===== config.mk =====
export PLATFORM = sky130hd
export DESIGN_NAME = mainmem_backdoor_port
export DESIGN_NICKNAME = d
export VERILOG_FILES = /design/src/rtl/mainmem_backdoor_pkg.sv /design/src/rtl/mainmem_backdoor_port_fifo.sv /design/src/rtl/mainmem_backdoor_port.sv
export SDC_FILE = /design/constraint.sdc
export NUM_CORES = 1
export LEC_CHECK = 0
export BUFFER_PORTS_ARGS = -buffer_cell sky130_fd_sc_hd__buf_2
export CAP_MARGIN = 0
export CORE_MARGIN = 2
export CORE_UTILIZATION = 50
export CTS_CLUSTER_SIZE = 8
export DETAILED_ROUTE_END_ITERATION = 12
export PLACE_DENSITY = 0.79
export SYNTH_ARGS = -nofsm -noshare
export SYNTH_HDL_FRONTEND = slang
export SYNTH_SLANG_ARGS = --single-unit

===== constraint.sdc =====
create_clock -name clk -period 10.52 [get_ports clk]
set_clock_uncertainty 0.05 [all_clocks]
set_input_delay 0.526 -clock clk [delete_from_list [all_inputs] [get_ports clk]]
set_output_delay 0.526 -clock clk [all_outputs]
set_load 0.1 [all_outputs]

===== src/rtl/mainmem_backdoor_pkg.sv =====
// Shared types for the backdoor main-memory port: sequencer states, the queued
// request record and the byte-mask width of the scratchpad data lane.
package mainmem_backdoor_pkg;

  localparam int BD_ADDR_W = 32;
  localparam int BD_DATA_W = 64;
  localparam int MASK_W    = BD_DATA_W / 8;

  typedef enum logic [2:0] {
    IDLE,
    ARB,
    ISSUE,
    RD_WAIT,
    RESP
  } bd_state_e;

  typedef struct packed {
    logic                 write;
    logic [BD_ADDR_W-1:0] addr;
    logic [BD_DATA_W-1:0] wdata;
  } bd_req_t;

endpackage


===== src/rtl/mainmem_backdoor_port_fifo.sv =====
// Generic synchronous FIFO used as the backdoor request queue. The head entry is
// presented combinationally on rdata; count has one extra bit so a full queue is
// distinguishable from an empty one when the pointers coincide.
module backdoor_req_fifo #(
  parameter int WIDTH = 8,
  parameter int DEPTH = 4
) (
  input  logic                     clk,
  input  logic                     rst,
  input  logic                     push,
  input  logic [WIDTH-1:0]         wdata,
  input  logic                     pop,
  output logic [WIDTH-1:0]         rdata,
  output logic                     full,
  output logic                     empty,
  output logic [$clog2(DEPTH):0]   count
);

  localparam int PTR_W = $clog2(DEPTH);
  localparam int CNT_W = PTR_W + 1;

  logic [WIDTH-1:0] store [DEPTH];
  logic [PTR_W-1:0] wr_ptr;
  logic [PTR_W-1:0] rd_ptr;
  logic             do_push;
  logic             do_pop;

  assign do_push = push && !full;
  assign do_pop  = pop && !empty;
  assign full    = (count == CNT_W'(DEPTH));
  assign empty   = (count == '0);
  assign rdata   = store[rd_ptr];

  // Entry storage: payload only, never cleared.
  always_ff @(posedge clk) begin
    if (do_push) begin
      store[wr_ptr] <= wdata;
    end
  end

  // Pointers wrap naturally because DEPTH is a power of two.
  always_ff @(posedge clk) begin
    if (rst) begin
      wr_ptr <= '0;
      rd_ptr <= '0;
      count  <= '0;
    end else begin
      if (do_push) wr_ptr <= wr_ptr + PTR_W'(1);
      if (do_pop)  rd_ptr <= rd_ptr + PTR_W'(1);
      case ({do_push, do_pop})
        2'b10:   count <= count + CNT_W'(1);
        2'b01:   count <= count - CNT_W'(1);
        default: count <= count;
      endcase
    end
  end

endmodule


===== src/rtl/mainmem_backdoor_port.sv =====
// Backdoor main-memory port: queues 64-bit read/write commands from the system
// driver and sequences them one at a time onto the scratchpad wrapper port once
// the memory is out of reset and ownership is granted. Reads return through a
// registered response that is held until accepted.
// Optional build macro BACKDOOR_STATS_EN adds saturating write/read completion
// counters on wr_cnt/rd_cnt; without it both outputs are constant zero.
module mainmem_backdoor_port
  import mainmem_backdoor_pkg::*;
#(
  parameter int ADDR_W     = BD_ADDR_W,
  parameter int DATA_W     = BD_DATA_W,
  parameter int FIFO_DEPTH = 4,
  parameter int RD_LATENCY = 1
) (
  input  logic                clk,
  input  logic                rst,
  input  logic                req_valid,
  output logic                req_ready,
  input  logic                req_write,
  input  logic [ADDR_W-1:0]   req_addr,
  input  logic [DATA_W-1:0]   req_wdata,
  output logic                rsp_valid,
  input  logic                rsp_ready,
  output logic [DATA_W-1:0]   rsp_rdata,
  input  logic                mem_rst,
  output logic                mem_req,
  input  logic                mem_gnt,
  output logic                mem_write,
  output logic [DATA_W/8-1:0] mem_mask,
  output logic [ADDR_W-1:0]   mem_addr,
  output logic [DATA_W-1:0]   mem_wdata,
  input  logic [DATA_W-1:0]   mem_rdata,
  output logic                busy,
  output logic [31:0]         wr_cnt,
  output logic [31:0]         rd_cnt
);

  localparam int CNT_W = $clog2(FIFO_DEPTH) + 1;

  bd_req_t          push_req;
  bd_req_t          head_req;
  logic             fifo_full;
  logic             fifo_empty;
  logic [CNT_W-1:0] fifo_count;
  logic [CNT_W-1:0] count_next;
  logic             push;
  logic             pop;
  bd_state_e        state;
  logic [2:0]       lat_cnt;

  assign push_req.write = req_write;
  assign push_req.addr  = req_addr;
  assign push_req.wdata = req_wdata;

  assign push = req_valid && req_ready && !fifo_full;
  assign pop  = (state == ISSUE);
  assign busy = !fifo_empty || (state != IDLE);

  backdoor_req_fifo #(
    .WIDTH ($bits(bd_req_t)),
    .DEPTH (FIFO_DEPTH)
  ) u_fifo (
    .clk   (clk),
    .rst   (rst),
    .push  (push),
    .wdata (push_req),
    .pop   (pop),
    .rdata (head_req),
    .full  (fifo_full),
    .empty (fifo_empty),
    .count (fifo_count)
  );

  // Occupancy after this cycle's push/pop, used to register ready.
  always_comb begin
    count_next = fifo_count;
    if (push && !pop) begin
      count_next = fifo_count + CNT_W'(1);
    end else if (!push && pop) begin
      count_next = fifo_count - CNT_W'(1);
    end
  end

  // Ready is registered, so a pop in the same cycle as a full queue cannot admit a push.
  always_ff @(posedge clk) begin
    if (rst) begin
      req_ready <= 1'b0;
    end else begin
      req_ready <= (count_next != CNT_W'(FIFO_DEPTH));
    end
  end

  // Sequencer: every memory-side and response output is a registered value set on the transition.
  always_ff @(posedge clk) begin
    if (rst) begin
      state     <= IDLE;
      lat_cnt   <= '0;
      mem_req   <= 1'b0;
      mem_write <= 1'b0;
      mem_mask  <= '0;
      mem_addr  <= '0;
      mem_wdata <= '0;
      rsp_valid <= 1'b0;
      rsp_rdata <= '0;
    end else begin
      case (state)
        IDLE: begin
          if (!fifo_empty && !mem_rst) begin
            state    <= ARB;
            mem_req  <= 1'b1;
            mem_addr <= head_req.addr;
          end
        end
        ARB: begin
          if (mem_rst) begin
            // Memory went back into reset: release the port, keep the entry queued.
            state    <= IDLE;
            mem_req  <= 1'b0;
            mem_addr <= '0;
          end else if (mem_gnt) begin
            state     <= ISSUE;
            mem_mask  <= '1;
            mem_write <= head_req.write;
            mem_wdata <= head_req.write ? head_req.wdata : '0;
          end
        end
        ISSUE: begin
          mem_write <= 1'b0;
          mem_mask  <= '0;
          mem_wdata <= '0;
          if (head_req.write) begin
            state    <= IDLE;
            mem_req  <= 1'b0;
            mem_addr <= '0;
          end else begin
            state   <= RD_WAIT;
            lat_cnt <= 3'(RD_LATENCY);
          end
        end
        RD_WAIT: begin
          if (lat_cnt == 3'd1) begin
            state     <= RESP;
            rsp_rdata <= mem_rdata;
            rsp_valid <= 1'b1;
            mem_req   <= 1'b0;
            mem_addr  <= '0;
            lat_cnt   <= '0;
          end else begin
            lat_cnt <= lat_cnt - 3'd1;
          end
        end
        RESP: begin
          if (rsp_ready) begin
            state     <= IDLE;
            rsp_valid <= 1'b0;
          end
        end
        default: begin
          state <= IDLE;
        end
      endcase
    end
  end

`ifdef BACKDOOR_STATS_EN
  logic [31:0] wr_cnt_q;
  logic [31:0] rd_cnt_q;

  // Completion counters saturate rather than wrap.
  always_ff @(posedge clk) begin
    if (rst) begin
      wr_cnt_q <= '0;
      rd_cnt_q <= '0;
    end else begin
      if (state == ISSUE && head_req.write && wr_cnt_q != 32'hFFFF_FFFF) begin
        wr_cnt_q <= wr_cnt_q + 32'd1;
      end
      if (state == RESP && rsp_ready && rd_cnt_q != 32'hFFFF_FFFF) begin
        rd_cnt_q <= rd_cnt_q + 32'd1;
      end
    end
  end

  assign wr_cnt = wr_cnt_q;
  assign rd_cnt = rd_cnt_q;
`else
  assign wr_cnt = 32'd0;
  assign rd_cnt = 32'd0;
`endif

endmodule


==> impl_metrics.ini <==
[status]
status = finished, final reports clean

[die]
die_x_um = 209.6
die-area_um2 = 43910
die_h_um = 209.6
coreArea_um2 = 41850
core.rowCount = 75
io_pins = 404
start_util_pct = 50.48

[setup_path]
path_buf_inv = 2
path_class = register to register
crit_family = simple AND/OR/NAND/NOR gates
cp_slowest_cell = buf_4
crit_path_end_kind = register
crit_path_start_kind = register
cp_num_cells = 5
crit_required_ps = 10680
rr_worst_depth = 5
crit_path_max_fanout = 58
worstPathCellList = inv_1 > ha_1 > nand2_1 > and3_4 > buf_4
slowest_delay_ps = 790
crit_arrival_ps = 3170

[sta]
hold_violations = 0
fmax_mhz = 332.5
finalSetupViolations = 0
finalSetupTns_ps = 0
fin_crit_sh_pct = 28.59
relSlewSlack_pct = 21.41
maxSlewViolCount = 0
layout_min_cycle_time_ps = 3008
rsz0062_at_grt = false
tightestPinTransition_ps = 1179

[power]
sw_frac_of_total_pct = 25.49
power_density_nw_per_um2 = 213.4
power_frac_clock_pct = 44.0
seq_power_share_pct = 46.0
ir_drop_mv = 0.1452
switchingPower_uw = 1377
intPower_uw = 4027
finalPower_uw = 5405
pwr-share-comb_pct = 10.0
power_leakage_uw = 0.009445

[hold_path]
holdCritPathClass = input port to register
min_path_cells = 1

[synth]
synth-seq-area-share_pct = 72.21
netlist_instances = 1270
synth_area_per_cell_um2 = 16.64
ys_ff_latch = 568
yosys_warnings = 0
synth_edf_count = 388
yosysUniqueCellTypes = 47
syn_area_um2 = 21130
ys.flop_type = edfxtp_1
synth-async-reset-ratio_pct = 0

[global_routing]
grt_usage_pct = 20.57
antenna_found_initial = 18
overflow = 0
grt_max_degree = 117
grt_pass1_wl_um = 68320
grt_pass1_vias = 12070

[final_layout]
fin_nets = 1801
drive_gt1_share_pct = 32.70
layout_common_cells = edfxtp_1 (388), buf_2 (338), dfxtp_1 (178)
syn_to_final_growth_pct = 19.88
nFillCells = 3068
final_cells = 2232
mostFrequentLayoutCell = edfxtp_1

[run]
maxCapViolCount = 0

[placement]
gp_congestion = 0.7539
dp.cells = 2080
post-dp-hpwl_um = 27440
port_buffers = 339

[drt]
drt-pass1-iter-count = 5
wl_per_cell_um = 20.39
viasPerCell = 5.302
vias = 11840
drc = 0
wl_um = 45510
drt_iter0_markers = 843
ant_nets = 0

[clocking]
clock_latency_ps = 590
cts.repair.resized = 0
cts_htree_levels = 3
cts.clk_slew.worst_paths_ps = 50
cts_hold_buffers = 0
postCtsSetupRepairBufs = 0
cts_inserted_buffers = 81
cts.sinks = 568
cts_tree = built
clk_path_buf_depth = 3
cts_root_buf = clkbuf_16
[final cells by class]
| class | count | area, um^2 | area share (%) |
|---|---|---|---|
| well taps | 539 | 674.4 | 2.663 |
| inverters | 7 | 26.28 | 0.1037 |
| repair buffers | 351 | 1789 | 7.065 |
| multi-input cells | 615 | 5170 | 20.41 |
| clock buffers | 137 | 2258 | 8.917 |
| clock inverters | 7 | 126.4 | 0.4990 |
| flip-flops and latches | 568 | 15260 | 60.26 |
| diodes | 8 | 20.02 | 0.07904 |
[synthesized netlist by cell type, drive strengths merged (3+ instances only)]
| library cell | number | area share (%) |
|---|---|---|
| and2 | 3 | 0.089 |
| a211oi | 3 | 0.11 |
| nand3 | 4 | 0.095 |
| nor3 | 3 | 0.12 |
| nor2b | 3 | 0.12 |
| edfxtp | 388 | 55 |
| clkbuf | 32 | 0.57 |
| xor2 | 3 | 0.12 |
| o21ai | 4 | 0.095 |
| buf | 111 | 3.9 |
| a21oi | 72 | 1.7 |
| ha | 10 | 0.59 |
| nand2 | 166 | 2.9 |
| a22o | 64 | 2.7 |
| mux4 | 97 | 10 |
| nor3b | 3 | 0.13 |
| nand2b | 34 | 1.0 |
| inv | 7 | 0.12 |
| nor2 | 18 | 0.32 |
| mux2i | 34 | 1.6 |
| dfxtp | 180 | 17 |
| and3 | 5 | 0.15 |
| nand3b | 3 | 0.11 |
| or3 | 3 | 0.089 |
[state kept, by name, indices dropped and copies added (netlist names), 2 cells and up, named ones only]
register / count
u_fifo.store: 388
mem_wdata: 64
rsp_rdata: 64
mem_addr: 32
lat_cnt: 3
state: 3
u_fifo.count: 3
u_fifo.rd_ptr: 2
u_fifo.wr_ptr: 2
[power groups by stage]
| stage | Sequential [uW] | Clock (uW) | Combinational, uW |
|---|---|---|---|
| global route | 2490 | 2530 | 563 |
| finish | 2490 | 2380 | 538 |
| detailed placement | 2530 | 0 | 542 |
| CTS | 2490 | 2430 | 543 |
| global placement | 2520 | 0 | 534 |
| floorplan | 2690 | 0 | 286 |
[path summary, 6_finish.rpt]
kind / startpoint / slack, ps / endpoint
max reg2reg: u_fifo.count[0] / 7510 / u_fifo.store[1][3]
max: u_fifo.count[0] / 7510 / u_fifo.store[1][3]
min: req_wdata[19] / 90 / u_fifo.store[2][19]
min reg2reg: rsp_rdata[10] / 400 / rsp_rdata[10]
[through the flow]
stage	setup slack (ps)	utilization (%)	hold WS [ps]	area, um^2
after floorplan	6252	-	416.6	21360
after global placement	7543	54.77	388.0	22920
after detailed placement	7491	54.77	394.5	22920
after CTS	7492	60.47	48.16	25310
after global routing	7320	60.48	61.76	25310
final	7512	60.51	93.11	25330
[layer usage]
metal,wire [um],global-route usage (%)
met5,147,0
met4,1314,7.459
met3,3781,7.856
met2,22770,34.82
met1,17490,24.01
[kinds of logic (layout without fill, tap and decap cells)]
kind of cell	after synthesis	after routing	share of synthesized area, %
and+or+nand+nor	252	252	5.443
DFF	568	568	72.21
xor gates and xnor gates	5	5	0.2073
adders and majority gates	10	10	0.5922
other	1	72	0.01775
buffers and inverters	150	502	4.626
AOI/OAI and AO/OA	153	153	4.957
muxes	131	131	11.95
Note: power is estimated with default switching activity, not from simulation.
